## src/rtl/if_id_skid_reg.sv

```systemverilog
// ---------------------------------------------------------------------------
// if_id_skid_reg
//   IF->ID pipeline register with a valid/ready handshake and a 2-entry skid
//   buffer. The main entry drives the ID outputs. The skid entry catches the
//   beat that arrives in the cycle ID stalls. if_ready_o is a plain flop, so
//   ID back-pressure never reaches the IF path combinationally. flush_i kills
//   every held beat and any incoming beat, which leaves a NOP bubble on ID.
//
// Ports
//   clk         in   1       clock, rising edge
//   rst         in   1       asynchronous reset, active low
//   flush_i     in   1       synchronous kill of held and incoming beats
//   if_valid_i  in   1       IF presents a beat
//   if_ready_o  out  1       stage can accept a beat (registered)
//   addr_i      in   ADDR_W  fetch address of the incoming beat
//   inst_i      in   INST_W  instruction of the incoming beat
//   id_valid_o  out  1       head beat valid toward ID
//   id_ready_i  in   1       ID consumes the head beat this cycle
//   addr_o      out  ADDR_W  address of the head beat
//   inst_o      out  INST_W  instruction of the head beat, NOP_INST when idle
// ---------------------------------------------------------------------------
module if_id_skid_reg #(
   parameter int                 ADDR_W     = 32,
   parameter int                 INST_W     = 32,
   parameter logic [INST_W-1:0]  NOP_INST   = '0,
   parameter logic [ADDR_W-1:0]  RESET_ADDR = '0
) (
   input  logic              clk,
   input  logic              rst,
   input  logic              flush_i,
   input  logic              if_valid_i,
   output logic              if_ready_o,
   input  logic [ADDR_W-1:0] addr_i,
   input  logic [INST_W-1:0] inst_i,
   output logic              id_valid_o,
   input  logic              id_ready_i,
   output logic [ADDR_W-1:0] addr_o,
   output logic [INST_W-1:0] inst_o
);

   typedef struct packed {
      logic [ADDR_W-1:0] addr;
      logic [INST_W-1:0] inst;
   } beat_t;

   beat_t m_beat, s_beat, in_beat;
   logic  m_v, s_v, rdy_q;
   logic  m_v_d, s_v_d;
   logic  m_ld, m_from_s, s_ld;
   logic  acc, deq;

   assign in_beat = '{addr: addr_i, inst: inst_i};
   assign acc     = if_valid_i & rdy_q;
   assign deq     = m_v & id_ready_i;

   // Entry control. Data registers load only on their own load strobe, so a
   // held beat stays bit-stable until it is dequeued.
   always_comb begin
      m_v_d    = m_v;
      s_v_d    = s_v;
      m_ld     = 1'b0;
      m_from_s = 1'b0;
      s_ld     = 1'b0;
      if (flush_i) begin
         // A dequeue in this cycle still completes on the ID side. A beat
         // accepted in this cycle is dropped.
         m_v_d = 1'b0;
         s_v_d = 1'b0;
      end else if (s_v) begin
         // When the skid entry is full, rdy_q is low, so acc cannot be set.
         if (deq) begin
            m_ld     = 1'b1;
            m_from_s = 1'b1;
            m_v_d    = 1'b1;
            s_v_d    = 1'b0;
         end
      end else if (!m_v || deq) begin
         m_ld  = acc;
         m_v_d = acc;
      end else if (acc) begin
         // Main entry is stalled, so the incoming beat parks in the skid entry.
         s_ld  = 1'b1;
         s_v_d = 1'b1;
      end
   end

   always_ff @(posedge clk or negedge rst) begin
      if (!rst) begin
         m_v   <= 1'b0;
         s_v   <= 1'b0;
         rdy_q <= 1'b1;
      end else begin
         m_v   <= m_v_d;
         s_v   <= s_v_d;
         // Registered copy of !s_v, so ready never depends on id_ready_i
         // within the same cycle.
         rdy_q <= ~s_v_d;
      end
   end

   always_ff @(posedge clk or negedge rst) begin
      if (!rst) begin
         m_beat <= '{addr: RESET_ADDR, inst: NOP_INST};
         s_beat <= '{addr: RESET_ADDR, inst: NOP_INST};
      end else begin
         if (m_ld) m_beat <= m_from_s ? s_beat : in_beat;
         if (s_ld) s_beat <= in_beat;
      end
   end

   assign if_ready_o = rdy_q;
   assign id_valid_o = m_v;
   assign addr_o     = m_beat.addr;
   assign inst_o     = m_v ? m_beat.inst : NOP_INST;

endmodule

```

## config.mk

```make
export PLATFORM = sky130hd
export DESIGN_NAME = if_id_skid_reg
export DESIGN_NICKNAME = d
export VERILOG_FILES = /design/src/rtl/if_id_skid_reg.sv
export SDC_FILE = /design/constraint.sdc
export NUM_CORES = 1
export LEC_CHECK = 0
export BUFFER_PORTS_ARGS = -buffer_cell sky130_fd_sc_hd__buf_2
export CORE_UTILIZATION = 45
export CTS_CLUSTER_SIZE = 28
export DETAILED_ROUTE_END_ITERATION = 10
export PLACE_DENSITY = 0.72
export REMOVE_ABC_BUFFERS = 1
export SETUP_SLACK_MARGIN = 0.15
export SKIP_LAST_GASP = 1
export SLEW_MARGIN = 25
export SYNTH_ARGS = -nofsm -noshare
export SYNTH_HDL_FRONTEND = slang
export SYNTH_SLANG_ARGS = --single-unit
export TNS_END_PERCENT = 30
```

## constraint.sdc

```tcl
create_clock -name clk -period 2 [get_ports clk]
set_clock_uncertainty 0.15 [all_clocks]
set_input_delay 0.4 -clock clk [delete_from_list [all_inputs] [get_ports clk]]
set_output_delay 0.4 -clock clk [all_outputs]
set_load 0.02 [all_outputs]
```

==> results of run 1 <==
[cell usage after synthesis (all sizes together), types with 2 or more instances]
library cell / count
clkbuf: 5
and2: 32
buf: 50
nand3: 2
mux2: 188
inv: 2
a31oi: 3
nand2: 2
o21ai: 3
dfrtp: 130
nor2: 2
[per-layer routing]
layer	up-vias	track usage, %
met5	-	0
met4	0	7.991
met3	20	5.843
met2	121	31.36
met1	2024	24.34
li1	1769	-
[through the flow]
| stage | hold WS, ps | cells | worst slack, ps | utilization, % | instance area, um^2 |
|---|---|---|---|---|---|
| detailed placement | 210.9 | 703 | 11.53 | 52.09 | 6925 |
| finish | 75.01 | 755 | 40.50 | 58.95 | 7838 |
| CTS | 61.62 | 752 | 45.45 | 58.40 | 7765 |
| floorplan | -45.59 | 374 | -2166 | - | 5749 |
| global placement | 202.2 | 703 | 56.81 | 52.09 | 6925 |
| global route | 71.67 | 755 | -36.39 | 58.95 | 7838 |
[critical path, delay by kind of cell, from the launching register on]
family	cells	cell delay [ps]
buf+inv	3	530
simple gates	1	180
flops	1	390
mux	2	590
[how the worst min path moves through the flow]
stage / from / end / slack (ps) / cells after the start
floorplan: rst / addr_o[0]$_DFFE_PN0P_ / -50 / 0
global placement: rst / addr_o[21]$_DFFE_PN0P_ / 200 / 1
detailed placement: rst / addr_o[21]$_DFFE_PN0P_ / 210 / 1
CTS: inst_i[6] / s_beat[6]$_DFFE_PN0P_ / 60 / 2
global route: inst_i[23] / s_beat[23]$_DFFE_PN0P_ / 70 / 2
finish: addr_i[29] / s_beat[61]$_DFFE_PN0P_ / 80 / 2
[area by class of cell]
cell class	instances	area (um^2)	area share [%]
inverters	2	7.507	0.09579
clock buffers	22	474.2	6.050
flip-flops and latches	131	3281	41.86
clock inverters	9	152.6	1.948
multi-input cells	241	2469	31.50
well taps	176	220.2	2.810
repair buffers	174	1234	15.74
[power groups by stage]
stage	Sequential, uW	Clock (uW)	Combinational [uW]
after floorplan	3880	0	927
after global placement	3720	0	1610
after detailed placement	3780	0	1670
after CTS	3740	3350	1760
after global routing	3830	3460	1890
final	3740	3280	1750
[cells in the final DEF (no fill, tap or decap), drive strengths merged, types with 2 or more instances in the layout]
cell / Yosys / routed
dfrtp: 130 / 130
a31oi: 3 / 3
clkbuf: 5 / 24
clkinv: 0 / 5
mux2: 188 / 188
nand3: 2 / 2
nand2: 2 / 2
o21ai: 3 / 3
and2: 32 / 32
inv: 2 / 2
buf: 50 / 171
bufinv: 0 / 4
nor2: 2 / 2
[registers in the layout, indices dropped and copies added (netlist names)]
signal,flops
addr_o,32
id_valid_o,1
if_ready_o,1
m_beat,32
s_beat,64
s_v,1
[what timing repair did]
action / in CTS / in global routing
hold buffers: 1 / 0
cloned: 2 / 2
endpoints found under the setup margin: 132 / 157
gates resized for setup: 12 / 4
hold endpoints to repair: 26 / 0
setup buffers: 15 / 1
pin swaps: 3 / 2
[cells by family after synthesis]
logic type             after synthesis  synth area share [%]
and+or+nand+nor                     44                 4.519
DFF                                131                 53.35
buffers and inverters               57                 6.595
muxes                              188                 34.44
AOI/OAI and AO/OA                    9                 1.099
==> summary.txt, run 1 <==
DPL Wire Length: 7.995 mm
End of the critical path: m_beat[16]$_DFFE_PN0P_
CTS max path bufs: 2
Tot GR Track Use: 19.43%
Num CTS Buffers: 17
Startpoint Class: flop
Max-slew violations: 0
Die area: 14,130 um^2
Worst-Margin Slew: 457.4 ps
Ys async rst share: 100.0%
Clock slew at reported path FFs: 60 ps
Min-Delay Path Class: in2reg
Post-synth EDFFs: 0
Max frequency: 0.5103 GHz
DR WL/cell: 17.32 um
Final wirelength: 13.08 mm
Reg2Reg Depth: 6
Diode count: 0
Filler cell count: 1,069
Clock Power Share: 37.3%
Yosys top cell area share: 52.92%
Final TNS setup: 0 ps
Leak: 0.003694 uW
Reg2reg end: m_beat[16]$_DFFE_PN0P_
VDD IR max: 744.7 uV
CTS tree: yes
Top post-synthesis cells by area: dfrtp_1, mux2_2, buf_4, and2_1, buf_6
Critical path peak fanout: 10
Syn_area_per_cell: 14.33 um^2
First-pass GRT wire length: 21.12 mm
Antenna violations before repair: 0
Total power: 8769 uW
Prevailing post-synth register cell: dfrtp_1
Starting density of the core: 46.24%
Area grow syn2layout: 27.50%
Finish-stage setup viols: 0
Post-Synthesis Cells: 429
R2R Path Start: s_v$_DFF_PN0_
Max-Cap Viols: 0
Port Buffer Count: 134
FF-to-FF setup slack: 40 ps
Library cells used by synthesis: 23
Layout cells sized above 1: 68.39%
Via density: 5.211
ANT nets after route: 0
Minimum clock period: 1960 ps
P_sw: 2256 uW
Sw Ratio: 25.73%
DRT met1 WL: 5.737 mm
Met2 wire length: 6.294 mm
Iteration-0 DRC Markers: 149
Site Rows: 42
Routed wire length on met3: 805 um
DR pass1 iterations: 4
Die Span Y: 118.9 um
Gr ovfl total: 0
Largest net degree at the start of global routing: 51
Crit-path cells: buf_4 > nand4b_1 > buf_12 > buf_4 > mux2_2 > mux2_2
Status: finished clean
Final hold vios: 0
Synth Cell Area: 6147 um^2
Reg power frac: 42.7%
Crit end category: flop
Post-synth top area cell: dfrtp_1
Root Buffer: clkbuf_16
Critical-path top delay cell: dfrtp_1
Worst path required time: 2140 ps
DIE WIDTH: 118.9 um
Max incr delay on CP: 390 ps
Core box area: 13,300 um^2
Power Dens Cells: 1119 nW/um^2
Sequential cell area fraction in the yosys report: 53.35%
Vias in the first global route: 4,194
Synth warn: 0
Vias post-DR: 3,934
Nets: 636
Relative slew slack: 69.45%
DRC: 0
H-Tree Depth: 4
Period Utilization, post-route: 97.98%
Clk sinks: 131
Crit. Startpoint: s_v$_DFF_PN0_
Top Metal Used: met4
Worst-Skew Late Latency: 410 ps
Top Ports: 135
Arrival @ worst endpoint: 2100 ps
Cell internal pwr: 6513 uW
Synth Register Bits: 131
Combinational power share: 20.0%
Placer Congestion: 0.7382
RSZ-0062 raised after global routing: yes
Critical path type: reg2reg
Note: power is estimated with default switching activity, not from simulation.
==> run 2, diff against run 1 <==
--- a/config.mk
+++ b/config.mk
@@ -6,6 +6,7 @@
 export NUM_CORES = 1
 export LEC_CHECK = 0
 export BUFFER_PORTS_ARGS = -buffer_cell sky130_fd_sc_hd__buf_2
+export CORE_ASPECT_RATIO = 1.4
 export CORE_UTILIZATION = 45
 export CTS_CLUSTER_SIZE = 28
 export DETAILED_ROUTE_END_ITERATION = 10
==> summary.txt, run 2 (synthesis results as in run 1) <==
Vias in the first global route: 4,021 (was 4,194)
Arrival @ worst endpoint: 2120 ps (was 2100 ps)
Final hold vios: 0 (unchanged)
Area grow syn2layout: 24.97% (was 27.50%)
Finish-stage setup viols: 0 (unchanged)
DR WL/cell: 17.40 um (was 17.32 um)
Die Span Y: 140.3 um (was 118.9 um)
Die area: 14,140 um^2 (was 14,130 um^2)
Hold WS: 86.57 ps (was 75.01 ps)
Max reg flops: 64 (unchanged)
Final TNS setup: 0 ps (unchanged)
CTS max path bufs: 2 (unchanged)
Tot GR Track Use: 18.81% (was 19.43%)
Worst-Skew Late Latency: 410 ps (about the same)
Post-Place Setup Slack: 55.11 ps (was 11.53 ps)
Leak: 0.003623 uW (was 0.003694 uW)
Filler cell count: 1,102 (was 1,069)
Worst path required time: 2130 ps (was 2140 ps)
CTS tree: yes (unchanged)
Vias post-DR: 3,817 (was 3,934)
Max-Cap Viols: 0 (unchanged)
Status: finished clean (unchanged)
Site Rows: 50 (was 42)
Clock slew at reported path FFs: 60 ps (about the same)
Iteration-0 DRC Markers: 118 (was 149)
Nets: 618 (was 636)
Clk sinks: 131 (unchanged)
Layout cells sized above 1: 67.26% (was 68.39%)
Critical path peak fanout: 14 (was 10)
DPL Wire Length: 8.310 mm (was 7.995 mm)
Antenna violations before repair: 1 (was 0)
Max frequency: 0.5035 GHz (was 0.5103 GHz)
Minimum clock period: 1986 ps (was 1960 ps)
RSZ-0062 raised after global routing: yes (unchanged)
Total power: 8804 uW (was 8769 uW)
Critical-path top delay cell: dfstp_2 (was dfrtp_1)
Power Dens Cells: 1146 nW/um^2 (was 1119 nW/um^2)
Max-slew violations: 0 (unchanged)
VDD IR max: 623.2 uV (was 744.7 uV)
Crit-path cells: nand3b_1 > a211oi_4 > buf_6 > clkbuf_16 > mux2_2 (was buf_4 > nand4b_1 > buf_12 > buf_4 > mux2_2 > mux2_2)
Core box area: 13,330 um^2 (was 13,300 um^2)
Startpoint Class: flop (unchanged)
Top Ports: 135 (unchanged)
Biggest register: s_beat (unchanged)
Critical path type: reg2reg (unchanged)
DR pass1 iterations: 4 (unchanged)
Starting density of the core: 46.13% (was 46.24%)
Via density: 5.123 (was 5.211)
Placer Congestion: 0.7747 (was 0.7382)
Max incr delay on CP: 520 ps (was 390 ps)
Crit end category: flop (unchanged)
Most common cell after layout, fill and taps aside: mux2_2 (unchanged)
DIE WIDTH: 100.8 um (was 118.9 um)
Final wirelength: 12.97 mm (was 13.08 mm)
First-pass GRT wire length: 20.32 mm (was 21.12 mm)
Relative slew slack: 73.21% (was 69.45%)
Most frequent cells in the layout: mux2_2, buf_2, dfrtp_1 (unchanged)
Worst-Margin Slew: 401.0 ps (was 457.4 ps)
Placed inst area: 6865 um^2 (was 6925 um^2)
Worst setup margin: 13.79 ps (was 40.50 ps)
Largest net degree at the start of global routing: 68 (was 51)
ANT nets after route: 0 (unchanged)
Final instance area: 7682 um^2 (was 7838 um^2)
Root Buffer: clkbuf_16 (unchanged)
Port Buffer Count: 134 (unchanged)
Num CTS Buffers: 17 (unchanged)
H-Tree Depth: 4 (unchanged)
Gr ovfl total: 0 (unchanged)
DRC: 0 (unchanged)
Min-Delay Path Class: in2reg (unchanged)
Period Utilization, post-route: 99.31% (was 97.98%)
## run 2: worst paths after layout
check / start / endpoint / slack (ps) / cells past startpoint
setup / recovery: if_ready_o$_DFF_PN1_ / m_beat[4]$_DFFE_PN0P_ / 10 / 5
hold / removal: addr_i[2] / s_beat[34]$_DFFE_PN0P_ / 90 / 2
setup reg to reg: if_ready_o$_DFF_PN1_ / m_beat[4]$_DFFE_PN0P_ / 10 / 5
hold reg to reg: s_beat[16]$_DFFE_PN0P_ / s_beat[16]$_DFFE_PN0P_ / 350 / 1
max in group asynchronous: rst / addr_o[17]$_DFFE_PN0P_ / 850 / 3
min in group asynchronous: rst / addr_o[31]$_DFFE_PN0P_ / 230 / 2
## run 2: per-layer routing
metal  up-vias  GRT usage [%]  part of all wire (%)
met5         -              0                     0
li1       1725              -                     -
met2        85          32.84                    54
met4         0          7.399                   1.4
met1      1993          22.48                    41
met3        14          3.892                   3.4
## run 2: cell type report
type | count | area (um^2) | share of cell area (%)
Sequential cell | 131 | 3282 | 42.72
Multi-Input combinational cell | 241 | 2525 | 32.87
Timing Repair Buffer | 156 | 1008 | 13.13
Clock buffer | 23 | 478.0 | 6.221
Tap cell | 182 | 227.7 | 2.964
Clock inverter | 9 | 151.4 | 1.971
Inverter | 2 | 7.507 | 0.09772
Antenna cell | 1 | 2.502 | 0.03257
## run 2: worst max-delay path, delay by kind of cell, from the launching register on
family                 cells  cell delay (ps)
DFF                        1              520
buffers and inverters      2              370
muxes                      1              340
AOI/OAI and AO/OA          1              320
and+or+nand+nor            1              160
## run 2: per-stage QoR
step	std cells	util, %
2_1_floorplan	374	-
3_3_place_gp	705	51.52
3_5_place_dp	705	51.52
4_1_cts	738	56.42
5_1_grt	745	57.65
6_report	745	57.65
## run 2: repair_timing
action / CTS / global route
gates cloned: 0 / 3
hold endpoints to repair: 30 / 0
setup endpoints to repair: 95 / 152
resized for setup: 4 / 21
buffers inserted: 0 / 3
pin swaps: 0 / 1
hold buffers: 1 / 0
## run 2: power by group
| group | switching, uW | leakage [uW] | internal, uW |
|---|---|---|---|
| clock | 1110 | 0.000307 | 2180 |
| combinational | 809 | 0.00174 | 964 |
| sequential | 351 | 0.00158 | 3380 |
